## config.mk

```make
export PLATFORM = sky130hd
export DESIGN_NAME = i2c_target_flat
export DESIGN_NICKNAME = d
export VERILOG_FILES = /design/src/rtl/i2c_pkg.sv /design/src/rtl/i2c_target_if.sv /design/src/rtl/i2c_sync_edge.sv /design/src/rtl/i2c_target.sv /design/src/flat_wrapper.sv
export SDC_FILE = /design/constraint.sdc
export NUM_CORES = 1
export LEC_CHECK = 0
export CELL_PAD_IN_SITES_DETAIL_PLACEMENT = 0
export CELL_PAD_IN_SITES_GLOBAL_PLACEMENT = 2
export CORE_ASPECT_RATIO = 1.1
export CORE_MARGIN = 2
export CORE_UTILIZATION = 38
export CTS_CLUSTER_SIZE = 14
export DETAILED_ROUTE_END_ITERATION = 8
export PLACE_DENSITY_LB_ADDON = 0.1
export SYNTH_ARGS = -nofsm -noshare
export SYNTH_HDL_FRONTEND = slang
export SYNTH_SLANG_ARGS = --single-unit
```

## constraint.sdc

```tcl
create_clock -name clk -period 6.4 [get_ports clk]
set_clock_uncertainty 0.1 [all_clocks]
set_input_delay 1.6 -clock clk [delete_from_list [all_inputs] [get_ports clk]]
set_output_delay 1.6 -clock clk [all_outputs]
set_load 0.01 [all_outputs]
```

## src/rtl/i2c_pkg.sv

```systemverilog
// Shared types and constants for the I2C target: FSM states, ACK levels, counter width.
package i2c_pkg;

  typedef enum logic [2:0] {
    ST_IDLE,
    ST_ADDR,
    ST_ADDR_ACK,
    ST_RX,
    ST_RX_ACK,
    ST_TX,
    ST_TX_ACK,
    ST_IGNORE
  } state_t;

  localparam logic ACK  = 1'b0;
  localparam logic NACK = 1'b1;

  localparam int unsigned CNT_W = 4;

  // General call (address 0) never matches.
  function automatic logic addr_match(input logic [7:0] frame, input logic [6:0] addr);
    return (frame[7:1] == addr) && (frame[7:1] != 7'd0);
  endfunction

endpackage

```

## src/rtl/i2c_target_if.sv

```systemverilog
// Bus and byte-handshake signals between an I2C controller side and the target.
interface i2c_target_if;
  logic       scl;
  logic       sda_in;
  logic       sda_oe;
  logic [7:0] rx_data;
  logic       rx_valid;
  logic [7:0] tx_data;
  logic       tx_load;
  logic       busy;

  modport master (
    output scl, sda_in, tx_data,
    input  sda_oe, rx_data, rx_valid, tx_load, busy
  );

  modport slave (
    input  scl, sda_in, tx_data,
    output sda_oe, rx_data, rx_valid, tx_load, busy
  );
endinterface

```

## src/rtl/i2c_sync_edge.sv

```systemverilog
// Multi-flop synchronizer plus history flop; reports rise/fall of the synchronized level.
module i2c_sync_edge #(
  parameter int unsigned STAGES = 2
) (
  input  logic clk,
  input  logic reset,
  input  logic d,
  output logic q,
  output logic rise,
  output logic fall
);

  logic [STAGES-1:0] chain;
  logic              hist;

  // Reset to 1 so an idle bus produces no edges when reset is released.
  always_ff @(posedge clk or posedge reset) begin
    if (reset) begin
      chain <= '1;
      hist  <= 1'b1;
    end else begin
      chain <= {chain[STAGES-2:0], d};
      hist  <= chain[STAGES-1];
    end
  end

  assign q    = chain[STAGES-1];
  assign rise = q & ~hist;
  assign fall = ~q & hist;

endmodule

```

## src/rtl/i2c_target.sv

```systemverilog
// I2C target with 7-bit address match, byte receive with ACK, and byte transmit with tx_load handshake.
module i2c_target
  import i2c_pkg::*;
#(
  parameter logic [6:0]  ADDR        = 7'h50,
  parameter int unsigned SYNC_STAGES = 2
) (
  input logic         clk,
  input logic         reset,
  i2c_target_if.slave bus
);

  logic scl_q, scl_rise, scl_fall;
  logic sda_q, sda_rise, sda_fall;
  logic start, stop;

  i2c_sync_edge #(.STAGES(SYNC_STAGES)) u_scl_sync (
    .clk(clk), .reset(reset), .d(bus.scl),
    .q(scl_q), .rise(scl_rise), .fall(scl_fall)
  );

  i2c_sync_edge #(.STAGES(SYNC_STAGES)) u_sda_sync (
    .clk(clk), .reset(reset), .d(bus.sda_in),
    .q(sda_q), .rise(sda_rise), .fall(sda_fall)
  );

  assign start = sda_fall & scl_q;
  assign stop  = sda_rise & scl_q;

  state_t           state, state_n;
  logic             phase, phase_n;
  logic [CNT_W-1:0] cnt, cnt_n;
  logic [7:0]       shreg, shreg_n;
  logic [7:0]       frame;
  logic             rw, rw_n;
  logic             oe, oe_n;
  logic [7:0]       rx_data_q, rx_data_n;
  logic             rx_valid_q, rx_valid_n;
  logic             tx_load_q, tx_load_n;

  assign frame = {shreg[6:0], sda_q};

  always_ff @(posedge clk or posedge reset) begin
    if (reset) begin
      state <= ST_IDLE;
      phase <= 1'b0;
    end else begin
      state <= state_n;
      phase <= phase_n;
    end
  end

  // phase marks the second scl_fall of ACK slots, and a received ACK in TX_ACK.
  always_comb begin
    state_n = state;
    phase_n = phase;
    if (start) begin
      state_n = ST_ADDR;
      phase_n = 1'b0;
    end else if (stop) begin
      state_n = ST_IDLE;
    end else begin
      case (state)
        ST_ADDR: if (scl_rise && cnt == CNT_W'(7)) begin
          state_n = addr_match(frame, ADDR) ? ST_ADDR_ACK : ST_IGNORE;
          phase_n = 1'b0;
        end
        ST_ADDR_ACK: if (scl_fall) begin
          if (!phase) phase_n = 1'b1;
          else        state_n = rw ? ST_TX : ST_RX;
        end
        ST_RX: if (scl_rise && cnt == CNT_W'(7)) begin
          state_n = ST_RX_ACK;
          phase_n = 1'b0;
        end
        ST_RX_ACK: if (scl_fall) begin
          if (!phase) phase_n = 1'b1;
          else        state_n = ST_RX;
        end
        ST_TX: if (scl_fall && cnt == CNT_W'(8)) begin
          state_n = ST_TX_ACK;
          phase_n = 1'b0;
        end
        ST_TX_ACK: begin
          if (!phase && scl_rise) begin
            if (sda_q == ACK) phase_n = 1'b1;
            else              state_n = ST_IGNORE;
          end else if (phase && scl_fall) begin
            state_n = ST_TX;
          end
        end
        default: ;
      endcase
    end
  end

  always_comb begin
    oe_n       = oe;
    cnt_n      = cnt;
    shreg_n    = shreg;
    rw_n       = rw;
    rx_data_n  = rx_data_q;
    rx_valid_n = 1'b0;
    tx_load_n  = 1'b0;
    if (start) begin
      oe_n  = 1'b0;
      cnt_n = '0;
    end else if (stop) begin
      oe_n = 1'b0;
    end else begin
      case (state)
        ST_ADDR: if (scl_rise) begin
          shreg_n = frame;
          cnt_n   = cnt + 1'b1;
          rw_n    = sda_q;
        end
        ST_ADDR_ACK: if (scl_fall) begin
          if (!phase) begin
            oe_n = 1'b1;
          end else if (rw) begin
            tx_load_n = 1'b1;
            shreg_n   = bus.tx_data;
            oe_n      = ~bus.tx_data[7];
            cnt_n     = CNT_W'(1);
          end else begin
            oe_n  = 1'b0;
            cnt_n = '0;
          end
        end
        ST_RX: if (scl_rise) begin
          shreg_n = frame;
          cnt_n   = cnt + 1'b1;
          if (cnt == CNT_W'(7)) begin
            rx_data_n  = frame;
            rx_valid_n = 1'b1;
          end
        end
        ST_RX_ACK: if (scl_fall) begin
          oe_n = !phase;
          if (phase) cnt_n = '0;
        end
        // cnt counts bits already driven; the bit after the load is bit 6.
        ST_TX: if (scl_fall) begin
          if (cnt == CNT_W'(8)) begin
            oe_n = 1'b0;
          end else begin
            oe_n    = ~shreg[6];
            shreg_n = {shreg[6:0], 1'b0};
            cnt_n   = cnt + 1'b1;
          end
        end
        ST_TX_ACK: if (phase && scl_fall) begin
          tx_load_n = 1'b1;
          shreg_n   = bus.tx_data;
          oe_n      = ~bus.tx_data[7];
          cnt_n     = CNT_W'(1);
        end
        default: oe_n = 1'b0;
      endcase
    end
  end

  always_ff @(posedge clk or posedge reset) begin
    if (reset) begin
      oe         <= 1'b0;
      cnt        <= '0;
      shreg      <= '0;
      rw         <= 1'b0;
      rx_data_q  <= '0;
      rx_valid_q <= 1'b0;
      tx_load_q  <= 1'b0;
    end else begin
      oe         <= oe_n;
      cnt        <= cnt_n;
      shreg      <= shreg_n;
      rw         <= rw_n;
      rx_data_q  <= rx_data_n;
      rx_valid_q <= rx_valid_n;
      tx_load_q  <= tx_load_n;
    end
  end

  assign bus.sda_oe   = oe;
  assign bus.rx_data  = rx_data_q;
  assign bus.rx_valid = rx_valid_q;
  assign bus.tx_load  = tx_load_q;
  assign bus.busy     = state inside {ST_ADDR_ACK, ST_RX, ST_RX_ACK, ST_TX, ST_TX_ACK};

endmodule

```

## src/flat_wrapper.sv

```systemverilog
// flat-port wrapper written by rule: the top's interface ports become plain ports
module i2c_target_flat import i2c_pkg::*;
#(
  parameter logic [6:0]  ADDR        = 7'h50,
  parameter int unsigned SYNC_STAGES = 2
)
  (clk, reset, bus_scl, bus_sda_in, bus_tx_data, bus_sda_oe, bus_rx_data, bus_rx_valid, bus_tx_load, bus_busy);
  i2c_target_if bus_i ();
  input logic clk;
  input logic reset;
  input wire logic [$bits(bus_i.scl)-1:0] bus_scl;
  input wire logic [$bits(bus_i.sda_in)-1:0] bus_sda_in;
  input wire logic [$bits(bus_i.tx_data)-1:0] bus_tx_data;
  output wire logic [$bits(bus_i.sda_oe)-1:0] bus_sda_oe;
  output wire logic [$bits(bus_i.rx_data)-1:0] bus_rx_data;
  output wire logic [$bits(bus_i.rx_valid)-1:0] bus_rx_valid;
  output wire logic [$bits(bus_i.tx_load)-1:0] bus_tx_load;
  output wire logic [$bits(bus_i.busy)-1:0] bus_busy;
  assign bus_i.scl = bus_scl;
  assign bus_i.sda_in = bus_sda_in;
  assign bus_i.tx_data = bus_tx_data;
  assign bus_sda_oe = bus_i.sda_oe;
  assign bus_rx_data = bus_i.rx_data;
  assign bus_rx_valid = bus_i.rx_valid;
  assign bus_tx_load = bus_i.tx_load;
  assign bus_busy = bus_i.busy;
  i2c_target #(.ADDR(ADDR), .SYNC_STAGES(SYNC_STAGES)) u_core (.clk(clk), .reset(reset), .bus(bus_i));
endmodule
```

==> metrics.json, run 1 <==
{
  "status": {"value": "completed"},
  "vias_per_cell": {"value": 5.588},
  "post-route-period-util": {"value": 58.27, "unit": "%"},
  "fillCellCount": {"value": 444},
  "crit_path_end_kind": {"value": "primary output"},
  "grt_util_all_layers": {"value": 16.98, "unit": "%"},
  "grt_start_max_net_pins": {"value": 34},
  "die-area": {"value": 0.005427, "unit": "mm2"},
  "nets": {"value": 212},
  "total_gr_overflow": {"value": 0},
  "diodes": {"value": 0},
  "path_clk_slew": {"value": 0.07, "unit": "ns"},
  "yosys.cell_count.top_type": {"value": "dfrtp_1"},
  "root_buffer_master": {"value": "clkbuf_8"},
  "drt_pre_antenna_iters": {"value": 4},
  "dpl.hpwl": {"value": 2965, "unit": "um"},
  "gp_routability_congestion": {"value": 0.8110},
  "fin_setup_tns": {"value": 0, "unit": "ns"},
  "yosys-top-cells-area": {"value": "dfrtp_1 (37%), mux2_2 (13%), dfstp_2 (8.5%)"},
  "syn-cell-area": {"value": 0.001844, "unit": "mm2"},
  "start_util": {"value": 39.64, "unit": "%"},
  "antenna_left": {"value": 0},
  "pwr_density_cell": {"value": 427.9, "unit": "mW/mm2"},
  "tritoncts": {"value": "done"},
  "hold_viol_final": {"value": 0},
  "number_of_antenna_violations_at_the_first_check_in_global_routing": {"value": 0},
  "worst-endpoint-required": {"value": 4.70, "unit": "ns"},
  "number_of_remaining_drc_errors": {"value": 0},
  "synth_top_area_share": {"value": 36.64, "unit": "%"},
  "vdd.ir_drop.worst": {"value": 179.2, "unit": "uV"},
  "critPathKind": {"value": "flip-flop to primary output"},
  "grt_first_pass_wirelength": {"value": 7307, "unit": "um"},
  "postSynthCellCount": {"value": 176},
  "cts_sinks": {"value": 33},
  "hp-start": {"value": "u_core.u_sda_sync.chain[0]$_DFF_PP1_"},
  "synth_commonest_cells": {"value": "dfrtp_1 (27), mux2_2 (21), inv_1 (10), o21ai_0 (10)"},
  "setup_viol": {"value": 0},
  "x_dimension_of_the_die": {"value": 70.43, "unit": "um"},
  "synth-edff-count": {"value": 0},
  "detailed_place.area": {"value": 0.002106, "unit": "mm2"},
  "wl_per_cell": {"value": 16.38, "unit": "um"},
  "clk_buf_depth": {"value": 2},
  "syn_to_final_growth": {"value": 20.49, "unit": "%"},
  "critPathLaunchType": {"value": "flip-flop"},
  "post_cts_resize_count": {"value": 0},
  "design.portCount": {"value": 24},
  "ys_warn_count": {"value": 0},
  "synth.net_count": {"value": 190},
  "max_cap_viol_count": {"value": 0},
  "critPathBufInv": {"value": 2},
  "numPortBuffers": {"value": 23},
  "cellLeakagePower": {"value": 0.9306, "unit": "nW"},
  "wl": {"value": 4176, "unit": "um"},
  "first_global_vias": {"value": 1486},
  "min-delay-path-class": {"value": "flip-flop to flip-flop"},
  "rsz_0062_raised_after_global_routing": {"value": "false"},
  "worst-slew-pin-transition": {"value": 0.7193, "unit": "ns"},
  "final.min_clock_period": {"value": 3.729, "unit": "ns"},
  "cp_slowest_stage_delay": {"value": 0.73, "unit": "ns"},
  "post_synth.cell_area_avg": {"value": 10.48, "unit": "um2"},
  "fin_area": {"value": 0.002222, "unit": "mm2"},
  "core_box_area": {"value": 0.004652, "unit": "mm2"},
  "slew_viol_final": {"value": 0},
  "relSlewSlack": {"value": 52.04, "unit": "%"},
  "yosys_most_used_dff": {"value": "dfrtp_1"},
  "multi_input_area": {"value": 927.1, "unit": "um2"},
  "cts_inserted_buffers": {"value": 5},
  "num_rows": {"value": 26},
  "synthArstFlopShare": {"value": 100.0, "unit": "%"},
  "yosysUniqueCellTypes": {"value": 50},
  "timing.critical_path.slowest_stage_cell": {"value": "dfrtp_1"},
  "fmaxAchievable": {"value": 268.1, "unit": "MHz"},
  "critical_path.startpoint": {"value": "u_core.state[2]$_DFFE_PP0P_"},
  "worstPathArrival": {"value": 2.03, "unit": "ns"},
  "yosys.area.top_type": {"value": "dfrtp_1"},
  "drtIter0Drc": {"value": 64},
  "die_height": {"value": 77.07, "unit": "um"},
  "seq_area": {"value": 833.3, "unit": "um2"},
  "crit_path_max_fanout": {"value": 20},
  "post_cts_buffers": {"value": 0},
  "synth.ff_latch_count": {"value": 33},
  "final_layout_size_suffix_gt1_share": {"value": 20.60, "unit": "%"},
  "cell_by_cell_trace_of_the_critical_path": {"value": "nand2_1 > inv_1 > a21oi_1 > clkdlybuf4s50_1"},
  "detailroute.via_count": {"value": 1425},
  "cts-hold-fix-buffers": {"value": 0},
  "crit_family": {"value": "flip-flops"},
  "synth-seq-area-share": {"value": 45.18, "unit": "%"},
  "cts_max_level": {"value": 2},
  "clock_latency_late_sink": {"value": 0.29, "unit": "ns"},
  "regToRegStartpoint": {"value": "u_core.state[0]$_DFFE_PP0P_"}
}
metrics by stage:
stage / total power [mW] / std cells / utilization [%] / worst slack, ns / hold WS [ns]
6_report: 0.9509 / 255 / 47.77 / 2.671 / 0.2581
5_1_grt: 1.031 / 255 / 47.77 / 2.486 / 0.2650
4_1_cts: 0.9612 / 255 / 47.77 / 2.695 / 0.2605
3_5_place_dp: 0.7496 / 247 / 45.27 / 3.026 / 0.2497
3_3_place_gp: 0.7478 / 247 / 45.27 / 3.034 / 0.2461
2_1_floorplan: 0.6552 / 176 / - / 3.675 / 0.2452
metal layers:
| metal | GRT usage (%) | part of all wire (%) |
|---|---|---|
| met3 | 4.074 | 3.4 |
| met5 | 0 | 0 |
| met1 | 21.14 | 42 |
| met4 | 6.538 | 2.1 |
| met2 | 28.21 | 52 |
placed cells by master (no fill, tap or decap), types with 5 or more instances in the layout:
master and count:
nand2_1 9, clkbuf_8 6, a21oi_1 9, dfrtp_1 27, clkdlybuf4s50_1 23, inv_1 10
mux2_2 21, dfstp_2 6, nand2b_1 5, o21ai_0 10, nor2_1 9
kinds of logic (layout without fill, tap and decap cells):
family                     Yosys count  after routing  synth area share, %
AOI/OAI and AO/OA                   48             48                18.86
xor gates and xnor gates             1              1               0.4750
and+or+nand+nor                     50             50                15.60
DFF                                 33             33                45.18
adders and majority gates            2              2                1.357
buffers and inverters               19             42                4.545
muxes                               23             23                13.98
worst reg2reg max path, delay by kind of cell, from the launching register on:
family / cells / cell delay (ns)
AND/OR/NAND/NOR: 3 / 1.08
multiplexers: 1 / 0.44
flip-flops: 1 / 0.81
power by group:
part | leakage, nW | internal, mW | switching [mW]
combinational | 0.458 | 0.197 | 0.180
sequential | 0.414 | 0.263 | 0.105
clock | 0.0585 | 0.127 | 0.0789
total | 0.931 | 0.587 | 0.364
layout make-up:
| cell class | instances | share of cell area, % |
|---|---|---|
| well taps | 56 | 3.153 |
| flip-flops and latches | 33 | 37.50 |
| inverters | 10 | 1.689 |
| clock inverters | 1 | 1.351 |
| multi-input cells | 124 | 41.72 |
| repair buffers | 24 | 10.70 |
| clock buffers | 7 | 3.885 |
path summary, 6_finish.rpt:
| path | endpoint | slack, ns | cells after the start |
|---|---|---|---|
| max reg2reg | u_core.bus.rx_data[3]$_DFFE_PP0P_ | 3.85 | 4 |
| min reg2reg | u_core.u_sda_sync.chain[1]$_DFF_PP1_ | 0.26 | 0 |
| max | bus_busy | 2.67 | 4 |
| min | u_core.u_sda_sync.chain[1]$_DFF_PP1_ | 0.26 | 0 |
| max in group asynchronous | u_core.u_sda_sync.hist$_DFF_PP1_ | 4.26 | 3 |
| min in group asynchronous | u_core.shreg[0]$_DFFE_PP0P_ | 1.61 | 3 |
registers in the layout, summed over array words and instances, names as in the netlist:
name,count
u_core.bus.sda_oe,1
u_core.u_sda_sync.chain,2
u_core.state,3
u_core.bus.tx_load,1
u_core.bus.rx_valid,1
u_core.u_scl_sync.chain,2
u_core.bus.rx_data,8
u_core.u_sda_sync.hist,1
u_core.cnt,4
u_core.phase,1
u_core.u_scl_sync.hist,1
u_core.rw,1
u_core.shreg,7
Power figures use the tool's default switching activity.
==> inputs of run 2 (changes only) <==
- CORE_UTILIZATION: 38 -> 32
- clock period: 6.4 -> 3 ns (I/O delays scaled with it)
==> run 2 against run 1 <==
Effect of this change:
- clock-buffer cell count is the same
- register-to-register slack got worse by 3.2 ns
- utilization shrank 7.5 points
- final cell count grew 9.8%
- sequential share of layout area decreased by 0.93 points
- clock power increased by 110%
- sequential power rose by 98%
- flip-flop and latch count is the same
- non-clock buffer count rose by 4
- largest cell class unchanged
==> metrics.json, run 2 (synthesis results as in run 1) <==
{
  "post-route-period-util": {"value": 87.55, "unit": "%"},
  "clock_latency_late_sink": {"value": 0.28, "unit": "ns", "change": "about the same"},
  "fillCellCount": {"value": 581, "change": "+31%"},
  "post_cts_buffers": {"value": 0, "change": "unchanged"},
  "grt_start_max_net_pins": {"value": 34, "change": "unchanged"},
  "number_of_remaining_drc_errors": {"value": 0, "change": "unchanged"},
  "vdd.ir_drop.worst": {"value": 321.7, "unit": "uV", "change": "+80%"},
  "tritoncts": {"value": "done"},
  "worstPathArrival": {"value": 1.78, "unit": "ns", "change": "-0.25 ns"},
  "slew_viol_final": {"value": 0, "change": "unchanged"},
  "drtIter0Drc": {"value": 71, "change": "+11%"},
  "antenna_left": {"value": 0, "change": "unchanged"},
  "first_global_vias": {"value": 1489, "change": "+0.20%"},
  "num_rows": {"value": 29, "change": "+12%"},
  "worstRegToRegCells": {"value": 7, "change": "+3"},
  "wl": {"value": 4456, "unit": "um", "change": "+6.7%"},
  "crit_path_end_kind": {"value": "primary output"},
  "crit_path_end": {"value": "bus_busy"},
  "worst-slew-pin-transition": {"value": 0.7063, "unit": "ns", "change": "-0.01302 ns"},
  "start_util": {"value": 32.58, "unit": "%", "change": "-7.1 points"},
  "min-delay-path-class": {"value": "flip-flop to flip-flop"},
  "numPortBuffers": {"value": 23, "change": "unchanged"},
  "post_cts_resize_count": {"value": 0, "change": "unchanged"},
  "grt_util_all_layers": {"value": 14.70, "unit": "%", "change": "-2.3 points"},
  "design.portCount": {"value": 24, "change": "unchanged"},
  "syn_to_final_growth": {"value": 23.54, "unit": "%"},
  "final.min_clock_period": {"value": 2.627, "unit": "ns"},
  "dpl.hpwl": {"value": 3276, "unit": "um", "change": "+10%"},
  "rr_endpoint": {"value": "u_core.shreg[2]$_DFFE_PP0P_"},
  "worst-endpoint-required": {"value": 2.15, "unit": "ns", "change": "-2.55 ns"},
  "path_clk_slew": {"value": 0.07, "unit": "ns", "change": "about the same"},
  "pwr_density_cell": {"value": 918.6, "unit": "mW/mm2", "change": "+110%"},
  "detailroute.via_count": {"value": 1463, "change": "+2.7%"},
  "relSlewSlack": {"value": 52.17, "unit": "%", "change": "+0.12 points"},
  "cellLeakagePower": {"value": 0.9503, "unit": "nW", "change": "+2.1%"},
  "rsz_0062_raised_after_global_routing": {"value": "false"},
  "die-area": {"value": 0.006387, "unit": "mm2", "change": "+18%"},
  "critical_path.startpoint": {"value": "u_core.state[2]$_DFFE_PP0P_"},
  "grt_first_pass_wirelength": {"value": 7465, "unit": "um", "change": "+2.2%"},
  "fin_setup_tns": {"value": 0, "unit": "ns", "change": "unchanged"},
  "cts_inserted_buffers": {"value": 5, "change": "unchanged"},
  "number_of_antenna_violations_at_the_first_check_in_global_routing": {"value": 0, "change": "unchanged"},
  "core_box_area": {"value": 0.005660, "unit": "mm2", "change": "+22%"},
  "cts_sinks": {"value": 33, "change": "unchanged"},
  "gp_routability_congestion": {"value": 0.8525, "change": "+5.1%"},
  "fmaxAchievable": {"value": 380.7, "unit": "MHz"},
  "nets": {"value": 216, "change": "+1.9%"},
  "max_ffs_per_register": {"value": 8, "change": "unchanged"},
  "drt_pre_antenna_iters": {"value": 5, "change": "+1"},
  "critPathKind": {"value": "flip-flop to primary output"},
  "total_gr_overflow": {"value": 0, "change": "unchanged"},
  "setup_viol": {"value": 0, "change": "unchanged"},
  "die_height": {"value": 83.62, "unit": "um", "change": "+8.5%"},
  "vias_per_cell": {"value": 5.225, "change": "-6.5%"},
  "x_dimension_of_the_die": {"value": 76.39, "unit": "um", "change": "+8.5%"},
  "final_layout_size_suffix_gt1_share": {"value": 22.17, "unit": "%", "change": "+1.6 points"},
  "max_cap_viol_count": {"value": 0, "change": "unchanged"},
  "critPathLaunchType": {"value": "flip-flop"},
  "layout.cells.most_common": {"value": "dfrtp_1"},
  "cts-hold-fix-buffers": {"value": 0, "change": "unchanged"},
  "diodes": {"value": 0, "change": "unchanged"},
  "final_cell_mix": {"value": "dfrtp_1 (27), clkdlybuf4s50_1 (23), mux2_2 (21)"},
  "crit_path_max_fanout": {"value": 10, "change": "-50%"},
  "hold_viol_final": {"value": 0, "change": "unchanged"},
  "wl_per_cell": {"value": 15.91, "unit": "um", "change": "-2.8%"},
  "clk_buf_depth": {"value": 2, "change": "unchanged"},
  "layout.core_utilization": {"value": 40.25, "unit": "%", "change": "-7.5 points"},
  "root_buffer_master": {"value": "clkbuf_8"},
  "status": {"value": "completed"},
  "cts_max_level": {"value": 2, "change": "unchanged"},
  "r2r_slack": {"value": 0.66, "unit": "ns", "change": "-3.19 ns"},
  "regToRegStartpoint": {"value": "u_core.cnt[0]$_DFFE_PP0P_"}
}
## run 2: layout make-up
cell class / instances / area [um2] / area share, %
Timing Repair Buffer: 28 / 267.8 / 11.75
Clock inverter: 1 / 30.03 / 1.318
Sequential cell: 33 / 833.3 / 36.57
Multi-Input combinational cell: 124 / 927.1 / 40.69
Tap cell: 77 / 96.34 / 4.228
Inverter: 10 / 37.54 / 1.647
Clock buffer: 7 / 86.33 / 3.789
## run 2: worst min-delay path by stage
stage / start / to / slack (ns) / cells past startpoint
after floorplan: u_core.u_scl_sync.chain[0]$_DFF_PP1_ / u_core.u_scl_sync.chain[1]$_DFF_PP1_ / 0.25 / 0
after global placement: u_core.u_sda_sync.chain[0]$_DFF_PP1_ / u_core.u_sda_sync.chain[1]$_DFF_PP1_ / 0.25 / 0
after detailed placement: u_core.u_sda_sync.chain[0]$_DFF_PP1_ / u_core.u_sda_sync.chain[1]$_DFF_PP1_ / 0.25 / 0
after CTS: u_core.u_sda_sync.chain[0]$_DFF_PP1_ / u_core.u_sda_sync.chain[1]$_DFF_PP1_ / 0.26 / 0
after global routing: u_core.u_sda_sync.chain[0]$_DFF_PP1_ / u_core.u_sda_sync.chain[1]$_DFF_PP1_ / 0.27 / 0
final: u_core.u_sda_sync.chain[0]$_DFF_PP1_ / u_core.u_sda_sync.chain[1]$_DFF_PP1_ / 0.26 / 0
## run 2: where the power goes
part | internal [mW] | switching [mW] | total, mW
Combinational | 0.455 | 0.478 | 0.933
Clock | 0.271 | 0.161 | 0.432
Sequential | 0.562 | 0.166 | 0.728
Total | 1.29 | 0.805 | 2.09
## run 2: worst max-delay path: stages (launching register included)
cell and delay, ns:
dfrtp_1 0.49, nand2_1 0.23, inv_1 0.08, a21oi_1 0.15, clkdlybuf4s50_1 0.55
## run 2: through the flow
stage / worst slack (ns) / cells / area, um2 / total power, mW / hold slack (ns)
2_1_floorplan: 0.9328 / 176 / 1844 / 1.398 / 0.2452
3_5_place_dp: 0.6415 / 272 / 2162 / 1.673 / 0.2469
4_1_cts: 0.3631 / 280 / 2278 / 2.114 / 0.2573
6_report: 0.3734 / 280 / 2278 / 2.093 / 0.2581
5_1_grt: 0.2613 / 280 / 2278 / 2.255 / 0.2654
3_3_place_gp: 0.6707 / 272 / 2162 / 1.668 / 0.2461
## run 2: routing by layer
layer,track usage [%],share of wire (%),up-vias
met5,0,0,-
met4,6.777,2.1,0
met3,3.680,4.0,7
met2,24.62,50,40
met1,17.72,44,712
li1,-,-,704
==> inputs of run 3 (changes only) <==
- TNS_END_PERCENT: unset -> 20
==> results of run 3 <==
Final layout, timing and power as in run 2 (identical DEF).
